File: src/rtl/fechadura_pkg.sv
// Shared types and defaults for the lock mode controller.
package fechadura_pkg;
  localparam int CNT_W   = 6;
  localparam int NDIG    = 20;
  localparam int BCD_DIG = 6;

  localparam logic [3:0]       EMPTY_DIGIT     = 4'hF;
  localparam logic [CNT_W-1:0] DEF_BIP_TIME    = 6'd5;
  localparam logic [CNT_W-1:0] DEF_TRANCA_TIME = 6'd5;
  localparam logic [15:0]      DEF_MASTER      = 16'h1234;

  typedef struct packed { logic [NDIG-1:0][3:0]    digits; } senhaPac_t;
  typedef struct packed { logic [BCD_DIG-1:0][3:0] digits; } bcdPac_t;

  typedef struct packed {
    logic             bip_status;
    logic [CNT_W-1:0] bip_time;
    logic [CNT_W-1:0] tranca_aut_time;
    senhaPac_t        senha_master;
    senhaPac_t        senha_1;
    senhaPac_t        senha_2;
    senhaPac_t        senha_3;
    senhaPac_t        senha_4;
  } setupPac_t;

  typedef enum logic [1:0] {ST_LOCKED, ST_UNLOCKED, ST_SETUP} state_t;

  // digits[0] holds the most significant nibble of DEF_MASTER
  function automatic setupPac_t def_cfg();
    setupPac_t c;
    c.bip_status          = 1'b1;
    c.bip_time            = DEF_BIP_TIME;
    c.tranca_aut_time     = DEF_TRANCA_TIME;
    c.senha_master.digits = '1;
    for (int i = 0; i < 4; i++) c.senha_master.digits[i] = DEF_MASTER[15-4*i -: 4];
    c.senha_1.digits = '1;
    c.senha_2.digits = '1;
    c.senha_3.digits = '1;
    c.senha_4.digits = '1;
    return c;
  endfunction

  function automatic setupPac_t sanitize(setupPac_t n, setupPac_t o);
    setupPac_t r;
    r = n;
    if (n.tranca_aut_time == '0) r.tranca_aut_time = DEF_TRANCA_TIME;
    if (n.bip_time == '0)        r.bip_time        = DEF_BIP_TIME;
    if (n.senha_master.digits[0] == EMPTY_DIGIT) r.senha_master = o.senha_master;
    return r;
  endfunction
endpackage

File: src/rtl/setup_ctrl_if.sv
// Link between the setup module (master) and the mode controller (slave).
interface setup_ctrl_if;
  import fechadura_pkg::*;
  logic      setup_on;
  setupPac_t data_setup_new;
  logic      data_setup_ok;
  logic      setup_display_en;
  bcdPac_t   setup_bcd;

  modport master (output data_setup_new, data_setup_ok, setup_display_en, setup_bcd,
                  input  setup_on);
  modport slave  (input  data_setup_new, data_setup_ok, setup_display_en, setup_bcd,
                  output setup_on);
endinterface

File: src/rtl/tranca_timer.sv
// Auto-lock down-counter and door-open buzzer counter.
module tranca_timer import fechadura_pkg::*; (
  input  logic             clk,
  input  logic             rst,
  input  logic             tick,
  input  logic             reload,
  input  logic             freeze,
  input  logic             clear,
  input  logic             door,
  input  logic [CNT_W-1:0] load_val,
  input  logic [CNT_W-1:0] bip_time,
  input  logic             bip_status,
  output logic             expire,
  output logic             bip
);
  logic [CNT_W-1:0] lock_cnt, bip_cnt, bip_nxt;

  assign expire = !freeze && !reload && tick && (lock_cnt == CNT_W'(1));

  always_comb begin
    bip_nxt = bip_cnt;
    if (clear || (!freeze && !door)) bip_nxt = '0;
    else if (!freeze && tick && (bip_cnt != '1)) bip_nxt = bip_cnt + 1'b1;
  end

  always_ff @(posedge clk) begin
    if (rst) begin
      lock_cnt <= '0;
      bip_cnt  <= '0;
      bip      <= 1'b0;
    end else begin
      if (reload) lock_cnt <= load_val;
      else if (!freeze && tick && (lock_cnt != '0)) lock_cnt <= lock_cnt - 1'b1;
      bip_cnt <= bip_nxt;
      // evaluated on the next count so bip rises on the tick that reaches bip_time
      bip <= !freeze && !clear && !expire && door && bip_status && (bip_nxt >= bip_time);
    end
  end
endmodule

File: src/rtl/setup_ctrl.sv
// Lock mode controller: owns the active config, sequences setup, drives bolt/buzzer and display mux.
module setup_ctrl import fechadura_pkg::*; (
  input  logic         clk,
  input  logic         rst,
  input  logic         tick_1s,
  input  logic         unlock_valid,
  input  logic         unlock_master,
  input  logic         lock_req,
  input  logic         setup_req,
  input  logic         porta_aberta,
  input  logic         op_display_en,
  input  bcdPac_t      op_bcd,
  setup_ctrl_if.slave  sif,
  output setupPac_t    cfg,
  output logic         tranca,
  output logic         bip,
  output logic         display_en,
  output bcdPac_t      bcd_out
);
  state_t           state;
  logic             master_flag, do_lock, do_setup, commit, expire, freeze, reload;
  setupPac_t        new_cfg;
  logic [CNT_W-1:0] load_val;

  assign do_lock  = (state == ST_UNLOCKED) && lock_req && !porta_aberta;
  assign do_setup = (state == ST_UNLOCKED) && !do_lock && setup_req && master_flag;
  assign commit   = (state == ST_SETUP) && sif.data_setup_ok;
  assign new_cfg  = sanitize(sif.data_setup_new, cfg);
  assign reload   = ((state == ST_LOCKED) && unlock_valid) ||
                    ((state == ST_UNLOCKED) && porta_aberta) || commit;
  assign load_val = commit ? new_cfg.tranca_aut_time : cfg.tranca_aut_time;
  // leaving UNLOCKED this edge also freezes, so bip drops with the state change
  assign freeze   = (state != ST_UNLOCKED) || do_lock || do_setup;

  tranca_timer u_timer (
    .clk        (clk),
    .rst        (rst),
    .tick       (tick_1s),
    .reload     (reload),
    .freeze     (freeze),
    .clear      (state == ST_LOCKED),
    .door       (porta_aberta),
    .load_val   (load_val),
    .bip_time   (cfg.bip_time),
    .bip_status (cfg.bip_status),
    .expire     (expire),
    .bip        (bip)
  );

  always_ff @(posedge clk) begin
    if (rst) begin
      state        <= ST_LOCKED;
      tranca       <= 1'b1;
      sif.setup_on <= 1'b0;
      cfg          <= def_cfg();
      master_flag  <= 1'b0;
    end else begin
      case (state)
        ST_LOCKED: if (unlock_valid) begin
          state       <= ST_UNLOCKED;
          tranca      <= 1'b0;
          master_flag <= unlock_master;
        end
        ST_UNLOCKED: if (do_lock || expire) begin
          state  <= ST_LOCKED;
          tranca <= 1'b1;
        end else if (do_setup) begin
          state        <= ST_SETUP;
          sif.setup_on <= 1'b1;
        end
        ST_SETUP: if (commit) begin
          cfg          <= new_cfg;
          state        <= ST_UNLOCKED;
          sif.setup_on <= 1'b0;
        end
        default: begin
          state        <= ST_LOCKED;
          tranca       <= 1'b1;
          sif.setup_on <= 1'b0;
        end
      endcase
    end
  end

  assign display_en = (state == ST_SETUP) ? sif.setup_display_en : op_display_en;
  assign bcd_out    = (state == ST_SETUP) ? sif.setup_bcd        : op_bcd;
endmodule
File: src/flat_wrapper.sv
// flat-port wrapper written by rule: the top's interface ports become plain ports
module setup_ctrl_flat import fechadura_pkg::*;
  (clk, rst, tick_1s, unlock_valid, unlock_master, lock_req, setup_req, porta_aberta, op_display_en, op_bcd, cfg, tranca, bip, display_en, bcd_out, sif_data_setup_new, sif_data_setup_ok, sif_setup_display_en, sif_setup_bcd, sif_setup_on);
  setup_ctrl_if sif_i ();
  input  logic clk;
  input  logic rst;
  input  logic tick_1s;
  input  logic unlock_valid;
  input  logic unlock_master;
  input  logic lock_req;
  input  logic setup_req;
  input  logic porta_aberta;
  input  logic op_display_en;
  input  bcdPac_t op_bcd;
  output setupPac_t cfg;
  output logic tranca;
  output logic bip;
  output logic display_en;
  output bcdPac_t bcd_out;
  input wire logic [$bits(sif_i.data_setup_new)-1:0] sif_data_setup_new;
  input wire logic [$bits(sif_i.data_setup_ok)-1:0] sif_data_setup_ok;
  input wire logic [$bits(sif_i.setup_display_en)-1:0] sif_setup_display_en;
  input wire logic [$bits(sif_i.setup_bcd)-1:0] sif_setup_bcd;
  output wire logic [$bits(sif_i.setup_on)-1:0] sif_setup_on;
  assign sif_i.data_setup_new = sif_data_setup_new;
  assign sif_i.data_setup_ok = sif_data_setup_ok;
  assign sif_i.setup_display_en = sif_setup_display_en;
  assign sif_i.setup_bcd = sif_setup_bcd;
  assign sif_setup_on = sif_i.setup_on;
  setup_ctrl u_core (.clk(clk), .rst(rst), .tick_1s(tick_1s), .unlock_valid(unlock_valid), .unlock_master(unlock_master), .lock_req(lock_req), .setup_req(setup_req), .porta_aberta(porta_aberta), .op_display_en(op_display_en), .op_bcd(op_bcd), .sif(sif_i), .cfg(cfg), .tranca(tranca), .bip(bip), .display_en(display_en), .bcd_out(bcd_out));
endmodule
File: config.mk
export PLATFORM = sky130hd
export DESIGN_NAME = setup_ctrl_flat
export DESIGN_NICKNAME = d
export VERILOG_FILES = /design/src/rtl/fechadura_pkg.sv /design/src/rtl/setup_ctrl_if.sv /design/src/rtl/tranca_timer.sv /design/src/rtl/setup_ctrl.sv /design/src/flat_wrapper.sv
export SDC_FILE = /design/constraint.sdc
export NUM_CORES = 1
export LEC_CHECK = 0
export CORE_AREA = 2 2 358 360
export CTS_CLUSTER_DIAMETER = 30
export DETAILED_ROUTE_END_ITERATION = 8
export DIE_AREA = 0 0 360 362
export PLACE_DENSITY = 0.34
export SLEW_MARGIN = 20
export SYNTH_ARGS = -nofsm -noshare
export SYNTH_HDL_FRONTEND = slang
export SYNTH_SLANG_ARGS = --single-unit
export TNS_END_PERCENT = 1
File: constraint.sdc
create_clock -name clk -period 2.3 [get_ports clk]
set_input_delay 0.46 -clock clk [delete_from_list [all_inputs] [get_ports clk]]
set_output_delay 0.46 -clock clk [all_outputs]
set_load 0.02 [all_outputs]
==> qor.txt <==
First-pass GRT wire length: 128,000 µm
Req. time, crit path: 1840 ps
Instance area after placement: 0.02748 mm²
Post-route setup slack: -155.2 ps
DRC: 0
Final antenna-violating net count: 0
Core area: 0.1267 mm²
Grt total ovfl: 0
Finished Cell Area: 0.03294 mm²
Fmax achieved: 407.3 MHz
Final GP Congestion: 0.8188
Syn_area_per_cell: 7.960 µm²
Antenna violations before repair: 18
Htree depth: 4
CTS tree: built
Post-DP HPWL: 69,230 µm
M1 WL: 36,480 µm
FF-to-FF setup slack: -80 ps
RSZ-0062 raised after global routing: yes
Violated checks: negative setup slack
Critical Path Max Stage Delay: 330 ps
Max-cap viol count: 0
Ys Warns: 0
Final min period: 2455 ps
Share of cells above drive strength 1: 14.55%
Static Leak: 14.38 nW
Area of the die: 0.1303 mm²
Total GRT Usage: 13.42%
Wirelength per Cell: 18.76 µm
Setup TNS Final: -3375 ps
Reg clk slew, reported paths: 40 ps
Via Count: 17,400
Wire length on met2: 42,630 µm
Vias per inst: 3.620
Crit path max-delay family: buffers and inverters
Ys flop type: dfxtp_1
Commonest non-fill, non-tap cells in the layout: 833 x clkdlybuf4s50_1, 824 x nand2_1, 429 x dfxtp_1
Ys async rst share: 0%
Max-slew headroom: 68.71%
Sw Pwr: 0.006611 W
Hold_buf cts: 0
WL final: 90,180 µm
Clock Skew: 24.75 ps
Total Power: 0.02973 W
Cell Pwr Density: 902.7 mW/mm²
Top sig layer: met5
Clock Tree Root: clkbuf_16
Net Sw Frac: 22.24%
Critical path arrival: 2000 ps
Worst Path Max Fanout: 7
Sequential power share: 25.5%
CP startpoint kind: register
Clk_lat worst skew: 720 ps
Die width: 360 µm
Met3 wire len: 9142 µm
Final-report max-slew violation count: 0
Max Buffers Root-to-Sink: 3
Final period utilization: 106.7%
Worst Path Buf+Inv: 3
Post-synth EDFFs: 0
Gate power share: 5.3%
Number of CTS-inserted buffers: 160
Drt initial violations: 645
Internal power: 0.02312 W
Crit Path Category: reg -> out
Area of the multi-input gates: 0.006389 mm²
Number of global-route vias before repair: 17,980
Reg area: 0.008633 mm²
IO Port Bufs: 912
Clk pwr share: 69.2%
CP max-delay cell: dfxtp_4
Synthesis-to-layout area growth: 110.9%
Initial DRT Pass Iterations: 5
Largest net degree at the start of global routing: 73
Slew @ Worst Pin: 469.3 ps
Die H: 362 µm
CTS Sinks: 431
Yosys reg bits: 431
Max rail drop VDD: 0.6164 mV
Final Hold Vio Count: 0
Site Rows: 131
Post-Syn Area: 0.01562 mm²
NumNets Final: 3,495
Initial Util: 12.33%
Crit end category: primary output
Synth unique cells: 50
Mapped Nets: 2,443
Fill count: 13,760
Final setup violation count: 26
Status: complete, but fails checks
IO Pins: 913
Commonest non-fill, non-tap cell in the layout: clkdlybuf4s50_1
Worst hold-check path type: in -> reg
Cell count after synthesis: 1,962
Register area share after synthesis: 55.25%
Crit-path cells: nor2b_4 > buf_12 > buf_16 > mux2_4 > buf_6
through the flow:
stage	instances	util, %	worst slack [ps]	hold slack, ps
final	4806	26.00	-155.2	108.9
after global routing	4804	25.99	-263.8	70.06
after CTS	4797	25.89	-255.0	39.53
after detailed placement	4508	21.69	-533.2	446.5
after global placement	4508	21.69	-532.7	441.6
after floorplan	1962	-	31.98	427.8
registers in the layout, summed over array words and instances (netlist names):
name and flops:
u_core.u_timer.bip 1, u_core.cfg 413, u_core.u_timer.bip_cnt 6, u_core.u_timer.lock_cnt 6, u_core.state 2, u_core.master_flag 1
u_core.sif.setup_on 1, u_core.tranca 1
path summary, 6_finish.rpt:
kind,from,end,depth (start not counted)
max,u_core.state[1]$_SDFFE_PP0P_,bcd_out[18],5
min,rst,u_core.cfg[171]$_SDFFE_PP1P_,3
min reg2reg,u_core.cfg[332]$_SDFFE_PP0P_,u_core.cfg[332]$_SDFFE_PP0P_,2
max reg2reg,u_core.u_timer.bip_cnt[0]$_SDFF_PP0_,u_core.u_timer.bip$_SDFF_PP0_,12
worst min-delay path, stage by stage:
cell and delay (ps):
buf_2 140, inv_8 90, nand3_1 80
what timing repair did:
action / CTS / global route
pin swaps: 0 / 1
endpoints found under the setup margin: 68 / 37
resized for setup: 175 / 47
setup buffers: 5 / 1
cloned: 3 / 0
endpoints found under the hold margin: 0 / 0
cell type report:
cell class	count	share of cell area, %
antenna	10	0.07598
clock buffer	232	14.47
clock inverter	50	1.599
inverter	9	0.1254
multi-input combinational	1377	19.40
sequential	431	26.21
tap	1662	6.314
timing repair buffer	1035	31.81
synthesized netlist by cell type, drive strengths merged (3+ instances only):
library cell    n  share of area [%]
ha              9               0.72
buf            89                2.9
a21oi          26               0.86
nor2           25               0.62
o21ai          10               0.37
xnor2           7               0.39
nor4            5               0.47
nand2b          4               0.16
mux2i           5               0.32
nand3         391                 13
a211oi          3               0.14
and2            3               0.12
nor2b           5               0.25
dfxtp         431                 55
nand2         825                 20
nor3            8               0.26
clkbuf         56                1.3
inv             9               0.22
o31ai           3               0.21
mux2           26                1.9
routing by layer:
metal / up-vias / GRT usage, %
met5: - / 0
met4: 4 / 4.482
met3: 143 / 6.652
met2: 672 / 21.93
met1: 8022 / 15.14
li1: 8557 / -
kinds of logic after synthesis:
group	share of synthesized area (%)
and+or+nand+nor	34.90
DFF	55.25
buffers and inverters	4.446
AOI/OAI and AO/OA	2.075
muxes	2.219
adders and majority gates	0.7211
xor gates and xnor gates	0.3926
power groups by stage:
stage | logic [W] | clock network (W) | registers [W]
detailed placement | 0.00156 | 0 | 0.00771
global placement | 0.00156 | 0 | 0.00771
floorplan | 0.000331 | 0 | 0.00775
finish | 0.00157 | 0.0206 | 0.00759
CTS | 0.00156 | 0.0211 | 0.00759
global route | 0.00167 | 0.0216 | 0.00759
(Power assumes the default switching activity.)
